### config.mk
export PLATFORM = sky130hd
export DESIGN_NAME = pipeline_hazard_controller
export DESIGN_NICKNAME = d
export VERILOG_FILES = /design/src/rtl/arm_pipe_pkg.sv /design/src/rtl/hazard_compare.sv /design/src/rtl/pipeline_hazard_controller.sv
export SDC_FILE = /design/constraint.sdc
export NUM_CORES = 1
export LEC_CHECK = 0
export CORE_ASPECT_RATIO = 0.75
export CORE_MARGIN = 8
export CORE_UTILIZATION = 34
export CTS_BUF_LIST = sky130_fd_sc_hd__clkbuf_16
export CTS_CLUSTER_DIAMETER = 40
export DETAILED_ROUTE_END_ITERATION = 8
export PLACE_DENSITY = 0.59
export SYNTH_ARGS = -nofsm -noshare
export SYNTH_HDL_FRONTEND = slang
export SYNTH_SLANG_ARGS = --single-unit
### constraint.sdc
create_clock -name clk -period 3.74 [get_ports clk]
set_input_delay 0.561 -clock clk [delete_from_list [all_inputs] [get_ports clk]]
set_output_delay 0.561 -clock clk [all_outputs]
set_load 0.05 [all_outputs]
### src/rtl/arm_pipe_pkg.sv
// Shared types and constants for the ARM pipeline hazard/stall control slice.
package arm_pipe_pkg;

  localparam int REG_W_DEF = 4;

  typedef enum logic [1:0] {
    RUN      = 2'd0,
    MEM_WAIT = 2'd1,
    ERROR    = 2'd2
  } state_t;

  // EX-stage control word; a bubble loads NOP_CTRL so the slot has no side effects.
  typedef struct packed {
    logic wb_en;
    logic mem_read;
    logic mem_write;
    logic branch;
  } ex_ctrl_t;

  localparam ex_ctrl_t NOP_CTRL = '0;

endpackage

### src/rtl/hazard_compare.sv
// Combinational RAW comparison of the ID-stage sources against the EX and MEM destinations.
module hazard_compare
  import arm_pipe_pkg::*;
#(
  parameter int REG_W = REG_W_DEF
) (
  input  logic [REG_W-1:0] i_id_rn,
  input  logic [REG_W-1:0] i_id_rm,
  input  logic             i_id_two_src,
  input  logic             i_id_valid,
  input  logic [REG_W-1:0] i_ex_dest,
  input  logic             i_ex_wb_en,
  input  logic [REG_W-1:0] i_mem_dest,
  input  logic             i_mem_wb_en,
  output logic             o_hit_ex,
  output logic             o_hit_mem
);

  logic w_ex_match;
  logic w_mem_match;

  assign w_ex_match  = (i_ex_dest == i_id_rn)  || (i_id_two_src && (i_ex_dest == i_id_rm));
  assign w_mem_match = (i_mem_dest == i_id_rn) || (i_id_two_src && (i_mem_dest == i_id_rm));

  assign o_hit_ex  = i_id_valid && i_ex_wb_en  && w_ex_match;
  assign o_hit_mem = i_id_valid && i_mem_wb_en && w_mem_match;

endmodule

### src/rtl/pipeline_hazard_controller.sv
// Stall/flush sequencer for the 5-stage pipeline with memory wait FSM and debug counters.
// Build option: define PIPELINE_FORWARDING_EN to stall only on load-use hazards.
module pipeline_hazard_controller
  import arm_pipe_pkg::*;
#(
  parameter int REG_W       = REG_W_DEF,
  parameter int CNT_W       = 16,
  parameter int MEM_TIMEOUT = 64
) (
  input  logic             clk,
  input  logic             rst,
  input  logic [REG_W-1:0] id_rn,
  input  logic [REG_W-1:0] id_rm,
  input  logic             id_two_src,
  input  logic             id_valid,
  input  logic [REG_W-1:0] ex_dest,
  input  logic             ex_wb_en,
  input  logic             ex_mem_read,
  input  logic [REG_W-1:0] mem_dest,
  input  logic             mem_wb_en,
  input  logic             branch_taken,
  input  logic             mem_req,
  input  logic             mem_ready,
  output logic             freeze_front,
  output logic             bubble_id,
  output logic             flush,
  output logic             freeze_all,
  output logic             mem_error,
  output logic [CNT_W-1:0] stall_cnt,
  output logic [CNT_W-1:0] flush_cnt
);

  localparam int WAIT_W = 16;

  state_t            r_state;
  logic [WAIT_W-1:0] r_wait_cnt;
  logic              r_mem_error;
  logic [CNT_W-1:0]  r_stall_cnt;
  logic [CNT_W-1:0]  r_flush_cnt;

  logic w_hit_ex;
  logic w_hit_mem;
  logic w_run;
  logic w_hazard_raw;
  logic w_hazard;
  logic w_freeze_all;
  logic w_freeze_front;
  logic w_flush;
  logic w_unused_sig;

  function automatic logic [CNT_W-1:0] sat_inc(input logic [CNT_W-1:0] v);
    return (&v) ? v : v + 1'b1;
  endfunction

  hazard_compare #(.REG_W(REG_W)) u_hazard_compare (
    .i_id_rn      (id_rn),
    .i_id_rm      (id_rm),
    .i_id_two_src (id_two_src),
    .i_id_valid   (id_valid),
    .i_ex_dest    (ex_dest),
    .i_ex_wb_en   (ex_wb_en),
    .i_mem_dest   (mem_dest),
    .i_mem_wb_en  (mem_wb_en),
    .o_hit_ex     (w_hit_ex),
    .o_hit_mem    (w_hit_mem)
  );

`ifdef PIPELINE_FORWARDING_EN
  // ALU results are forwarded; only a load in EX cannot be bypassed in time.
  assign w_hazard_raw = w_hit_ex && ex_mem_read;
`else
  assign w_hazard_raw = w_hit_ex || w_hit_mem;
`endif
  assign w_unused_sig = ex_mem_read ^ w_hit_mem;

  assign w_run          = (r_state == RUN);
  // Combinational so the very first wait cycle is already frozen.
  assign w_freeze_all   = !w_run || (mem_req && !mem_ready);
  assign w_hazard       = w_run && w_hazard_raw;
  assign w_flush        = branch_taken && !w_freeze_all;
  assign w_freeze_front = w_hazard && !branch_taken && !w_freeze_all;

  assign freeze_front = w_freeze_front;
  assign bubble_id    = w_freeze_front;
  assign flush        = w_flush;
  assign freeze_all   = w_freeze_all;
  assign mem_error    = r_mem_error;
  assign stall_cnt    = r_stall_cnt;
  assign flush_cnt    = r_flush_cnt;

  always_ff @(posedge clk or negedge rst) begin
    if (!rst) begin
      r_state     <= RUN;
      r_wait_cnt  <= '0;
      r_mem_error <= 1'b0;
    end else begin
      case (r_state)
        RUN: begin
          if (mem_req && !mem_ready) begin
            r_state    <= MEM_WAIT;
            r_wait_cnt <= WAIT_W'(1);
          end
        end
        MEM_WAIT: begin
          if (mem_ready) begin
            r_state    <= RUN;
            r_wait_cnt <= '0;
          end else if (r_wait_cnt == WAIT_W'(MEM_TIMEOUT)) begin
            r_state     <= ERROR;
            r_mem_error <= 1'b1;
          end else begin
            r_wait_cnt <= r_wait_cnt + 1'b1;
          end
        end
        ERROR: begin
          r_mem_error <= 1'b1;
        end
        default: begin
          r_state <= RUN;
        end
      endcase
    end
  end

  always_ff @(posedge clk or negedge rst) begin
    if (!rst) begin
      r_stall_cnt <= '0;
      r_flush_cnt <= '0;
    end else begin
      if (w_freeze_front) r_stall_cnt <= sat_inc(r_stall_cnt);
      if (w_flush)        r_flush_cnt <= sat_inc(r_flush_cnt);
    end
  end

endmodule

==> Yosys cells after proc, flatten, opt, wreduce, memory -nomap -nowiden <==
Index checks and enable logic that the tools add are counted.
{ "word_totals": {"inputBits": 26, "reg_bits": 51, "out_inout_bits": 37} }
{ "classes": {"muxes": 11, "n_eq_ne": 12, "n_reduce_logical": 29, "bitwise_logic": 3, "addsub": 3} }
{ "op_table": {"columns": ["cell", "n"], "rows": [
  ["$add 16x1->16 const B", 3],
  ["$mux 16", 3],
  ["$pmux 16 s2", 1],
  ["$reduce_and 16->1", 2],
  ["$eq 16x7->1 const B", 1],
  ["$eq 4x4->1", 4],
  ["$logic_and 1x1->1", 11],
  ["$reduce_and 3->1", 3],
  ["$mux 2", 3],
  ["$ne 3x3->1 const B", 2],
  ["$pmux 2 s3", 1],
  ["$logic_not 1->1", 4],
  ["$logic_or 1x1->1", 4],
  ["$ne 2x2->1 const B", 2],
  ["$reduce_and 2->1", 2],
  ["$reduce_bool 2->1", 2],
  ["$not 1->1", 3],
  ["$eq 2x1->1 const B", 1],
  ["$eq 2x2->1 const B", 1],
  ["$logic_not 2->1", 1],
  ["$mux 1", 2],
  ["$ne 2x1->1 const B", 1],
  ["$pmux 1 s2", 1]
]} }

==> Logic depth before layout (Yosys ltp) <==
{ "logic_depth": {"ltp_word": 9, "ltp_mapped": 9} }

==> Hierarchy <==
From an unflattened synthesis, not the netlist that was laid out.
{ "unflattened": {"hier_cells": 281, "area_unflattened_um2": 2778.9} }
{ "modules_own_cells": {"columns": ["mod", "instances", "cells_each", "seq_area_each_um2", "area_each_um2"], "rows": [
  ["pipeline_hazard_controller", 1, 257, 1276.2, 2571.2],
  ["hazard_compare", 1, 24, 0.0, 207.7]
]} }

==> Least setup slack after synthesis <==
No wires, ideal clock.
{ "synth_timing": {"path_kind": "input -> output", "startpoint": "in id_rn[3]", "endpoint": "out freeze_front", "cell_stages": 6, "arrival_ns": 2.253, "slack_ns": 0.926, "cell_sequence": "xor2_1 > nor4_1 > nor2_1 > and2_4 > nor2_1 > buf_4"} }
{ "synth_between": {"elab_chain_cells": 7, "elab_cells_between_ends": 10, "cone_classes": "2 x eq/ne; 8 x reduce/logical"} }
{ "synth_lines": {"columns": ["item", "line", "text"], "rows": [
  ["start: declaration", "pipeline_hazard_controller.sv:12", "input logic [REG_W-1:0] id_rn,"],
  ["$eq 4x4->1 (on tied branches)", "hazard_compare.sv:22, hazard_compare.sv:23", null],
  ["$logic_or 1x1->1 (on tied branches)", "hazard_compare.sv:22, hazard_compare.sv:23", null],
  ["$logic_and 1x1->1 (on tied branches)", "hazard_compare.sv:25, hazard_compare.sv:26", null],
  ["$logic_or 1x1->1 (*)", "pipeline_hazard_controller.sv:72", "assign w_hazard_raw = w_hit_ex || w_hit_mem;"],
  ["$logic_and 1x1->1 (*)", "pipeline_hazard_controller.sv:79", "assign w_hazard = w_run && w_hazard_raw;"],
  ["$logic_and 1x1->1 (*) (2 in series)", "pipeline_hazard_controller.sv:81", "assign w_freeze_front = w_hazard && !branch_taken && !w_freeze_all;"],
  ["end: declaration", "pipeline_hazard_controller.sv:24", "output logic freeze_front,"]
]} }
Every way passes the cells marked *; elsewhere a longest branch is shown, timed or not.

==> Final worst setup path <==
{ "layout_timing": {"startpoint": "in ex_dest[2]", "endpoint": "out freeze_front"} }
{ "layout_between": {"elab_chain_cells": 8, "elab_cells_between_ends": 9, "cone_classes": "2 x eq/ne; 7 x reduce/logical"} }
{ "layout_lines": {"columns": ["item", "line", "text"], "rows": [
  ["start: declaration", "pipeline_hazard_controller.sv:16", "input logic [REG_W-1:0] ex_dest,"],
  ["$eq 4x4->1", "hazard_compare.sv:22", "assign w_ex_match = (i_ex_dest == i_id_rn) || (i_id_two_src && (i_ex_dest == i_id_rm));"],
  ["$logic_and 1x1->1", "hazard_compare.sv:22", null],
  ["$logic_or 1x1->1 (*)", "hazard_compare.sv:22", null],
  ["$logic_and 1x1->1 (*)", "hazard_compare.sv:25", "assign o_hit_ex = i_id_valid && i_ex_wb_en && w_ex_match;"],
  ["$logic_or 1x1->1 (*)", "pipeline_hazard_controller.sv:72", null],
  ["$logic_and 1x1->1 (*)", "pipeline_hazard_controller.sv:79", null],
  ["$logic_and 1x1->1 (*) (2 in series)", "pipeline_hazard_controller.sv:81", null]
]} }
Marked as above.

==> results by group <==
Worst setup path
  • Reg2reg start: r_wait_cnt[0]$_DFFE_PN0P_
  • Worst setup endpoint: freeze_front
  • Crit-path max FO: 5
  • Req. time, crit path: around 3.2 ns
  • CP Capture Type: output port
  • CP arrival: approximately 2.8 ns
  • R2R cell count: 9
  • Crit path kind: input pin to output port
  • Crit path launch: ex_dest[2]
  • Worst setup SP type: input pin
  • Flop2flop setup slack: 1.69 ns
  • Reg2reg end: r_wait_cnt[14]$_DFFE_PN0P_

Cells and area
  • Antenna Cells: 0
  • Final core utilization: between 40% and 50%
  • Fillers: between 700 and 800
  • Number of nets in the layout: approximately 370
  • Share of post-route cells with drive strength above 1: under 10%
  • Synth-to-layout area growth: 32.54%

Global route
  • Pin count of the biggest net entering global routing: 43
  • Number of global-route vias before repair: between 2000 and 2500
  • Initial antenna violation count: 0
  • Global-route wire length before repair: 10380 microns
  • Congestion Overflow GR: 0
  • GRT Total Usage: between 10% and 20%

STA
  • Worst slew pin tran: between 0.9 and 1 ns
  • Final count of hold timing violations: 0
  • Worst hold slack: approximately 0.42 ns
  • Setup_tns: 0 ns
  • Final Cycle Share: between 90 and 100%
  • Slew headroom: between 30% and 40%
  • RSZ-0062 raised after global routing: no
  • Fmax: slightly below 0.3 GHz
  • Max Clock Skew: 0.005916 ns
  • Slew Viols, Final: 0
  • Endpoints failing setup: 0
  • Crit path time final: 3.403 ns

Synthesis
  • Post-synth EDFFs: 0
  • Synth Register Bits: around 50
  • Syn Area/Cell: a little over 10 sq um
  • Synthesized cell area: about 2700 sq um
  • Yosys warning count: 0
  • Post-synth ARST share: between 90% and 100%
  • Top FF cell, synth: dfrtp_1
  • Yosys cell types: 42
  • Syn Nets: 300
  • Sequential area share after synthesis: 46.68%
  • Syn Inst Count: 270

Pwr
  • Cell leakage power: between 1.5 and 2 nW
  • Maximum vdd drop: around 0.19 mV
  • Sw frac: a little under a third
  • P_int: approximately 1.0 mW
  • Sequential share of power: a little over two fifths
  • PwrDens: 420.0 nW/um^2
  • Logic pwr share: about 25%
  • Clk pwr share: about a third
  • NetSw: about 0.48 mW

Drt
  • Total wire length: between 6000 and 7000 microns
  • Post-DR wirelength/cell: 13.58 microns
  • Final ANT Viol Nets: 0
  • DR WL met2: approximately 2600 microns
  • Top sig layer: met4
  • Routed wl met3: ~340 microns
  • Total iterations of the first detailed-routing run: 4
  • Vias post-DR: ~2100
  • Met1 Wirelength: 3006 microns
  • Iter 0 DRT Violations: 119
  • Vias/cell: about 4.8
  • Post-route DRC violation count: 0

Floorplanning
  • Die H: ~94 microns
  • Effective utilization at floorplan: 34.84%
  • Die X: roughly 120 microns
  • Core Area: slightly below 8000 sq um
  • # rows: 28
  • Die area: ~11000 sq um
  • Ports: 63

Clocking
  • Clock slew at reported path FFs: 0.06 ns
  • Clock sink total: 51
  • # hold bufs at CTS: 0
  • H-tree depth: 2
  • Clk Latency, worst-skew pair: roughly 0.28 ns
  • CTS tree: done
  • Total CTS buffers: 5
  • Clock Root Buffer: clkbuf_16
  • CTS max path bufs: 2
  • CTS resizes: 0
  • Post-CTS Setup Inserts: 0

Placement
  • Port buffer count: between 60 and 70
  • Post-DP HPWL: 4712 microns
  • GPL Wtd Cong: between 0.7 and 0.8

Outcome
  • Status: finished clean

Min path
  • Hold WC Path Type: input pin to async pin

Run
  • Max-cap violation count: 0
## Yosys cell counts, types with 2 or more instances
cell       n  share of area, %
inv_1      9               1.2
nand3_1   17               3.1
ha_1       4               1.8
nor4b_4    2               1.7
xor2_1    31               9.9
nor3_1     4              0.73
nor4_1     8               1.8
xnor2_1   24               7.7
nor2_1    26               3.6
dfrtp_1   51                47
o21a_1     2              0.55
and2_1     3              0.69
o21ai_0    5              0.92
and4_1     3              0.96
nand4_1   14               3.2
nand2b_1   3              0.69
nand2_1   25               3.4
o21ai_1    2              0.37
or3_1      3              0.69
and3_1     8               1.8
a21oi_1    5              0.92
## critical path, cell delays in order
cell and delay [ns]:
clkdlybuf4s50_1 0.52, xnor2_1 0.14, nand4_1 0.12, nor4_1 0.21
nor2_1 0.11, and2_4 0.19, nor2_1 0.16, clkdlybuf4s50_1 0.83
## logic make-up (layout without fill, tap and decap cells)
logic type      after synthesis  after routing  synth area share [%]
buf+inv                      12             79                 2.059
fa+ha+maj                     4              4                 1.831
simple gates                128            128                 26.59
mux                           1              1                0.5490
flops                        51             51                 46.68
compound gates               19             19                 4.668
xor+xnor                     55             55                 17.62
## power groups by stage
stage	Combinational [mW]	Sequential, mW	Clock (mW)
after floorplan	0.108	0.770	0
after global placement	0.372	0.655	0
after detailed placement	0.381	0.653	0
after CTS	0.382	0.643	0.521
after global routing	0.404	0.652	0.540
final	0.377	0.644	0.501
## flip-flops by register name, indices dropped and copies added, names as in the netlist
register    count
mem_error       1
flush_cnt      16
r_state         2
r_wait_cnt     16
stall_cnt      16
## layout make-up
class | instances | area [sq um] | share of cell area, %
clock buffers | 5 | 125.1 | 3.453
clock inverters | 2 | 37.54 | 1.036
inverters | 9 | 33.78 | 0.9323
multi-input cells | 207 | 1401 | 38.67
flip-flops and latches | 51 | 1276 | 35.22
well taps | 105 | 131.4 | 3.626
repair buffers | 63 | 618.1 | 17.06
## routing by layer
layer / global-route usage [%] / vias up
li1: - / 1075
met5: 0 / -
met2: 17.03 / 44
met4: 3.109 / 0
met1: 15.27 / 990
met3: 3.123 / 5
## how the worst min path moves through the flow
stage,startpoint,endpoint
CTS,rst,flush_cnt[11]$_DFFE_PN0P_
global placement,mem_error$_DFFE_PN0P_,mem_error$_DFFE_PN0P_
floorplan,rst,flush_cnt[0]$_DFFE_PN0P_
global route,mem_error$_DFFE_PN0P_,mem_error$_DFFE_PN0P_
detailed placement,mem_error$_DFFE_PN0P_,mem_error$_DFFE_PN0P_
finish,rst,flush_cnt[11]$_DFFE_PN0P_
## cells in the final DEF (no fill, tap or decap), types with 2 or more instances in the layout
master / netlist / routed
nor2_1: 26 / 26
xnor2_1: 24 / 24
ha_1: 4 / 4
o21ai_1: 2 / 2
nand3_1: 17 / 17
dfrtp_1: 51 / 51
o21a_1: 2 / 2
nand4_1: 14 / 14
and3_1: 8 / 8
nor4b_4: 2 / 2
nor4_1: 8 / 8
nor3_1: 4 / 4
inv_1: 9 / 9
or3_1: 3 / 3
xor2_1: 31 / 31
and4_1: 3 / 3
nand2b_1: 3 / 3
buf_4: 1 / 3
and2_1: 3 / 3
clkbuf_16: 0 / 5
o21ai_0: 5 / 5
clkdlybuf4s50_1: 0 / 59
a21oi_1: 5 / 5
nand2_1: 25 / 25
## metrics by stage
step / instances / area (sq um) / setup WS [ns] / total power [mW]
after global routing: 442 / 3623 / 0.1826 / 1.596
after detailed placement: 435 / 3461 / 0.3218 / 1.034
after CTS: 442 / 3623 / 0.3198 / 1.546
final: 442 / 3623 / 0.3367 / 1.522
after global placement: 435 / 3461 / 0.3741 / 1.028
after floorplan: 270 / 2734 / 0.9262 / 0.8783
No activity file was read; power rests on OpenSTA's default activity.
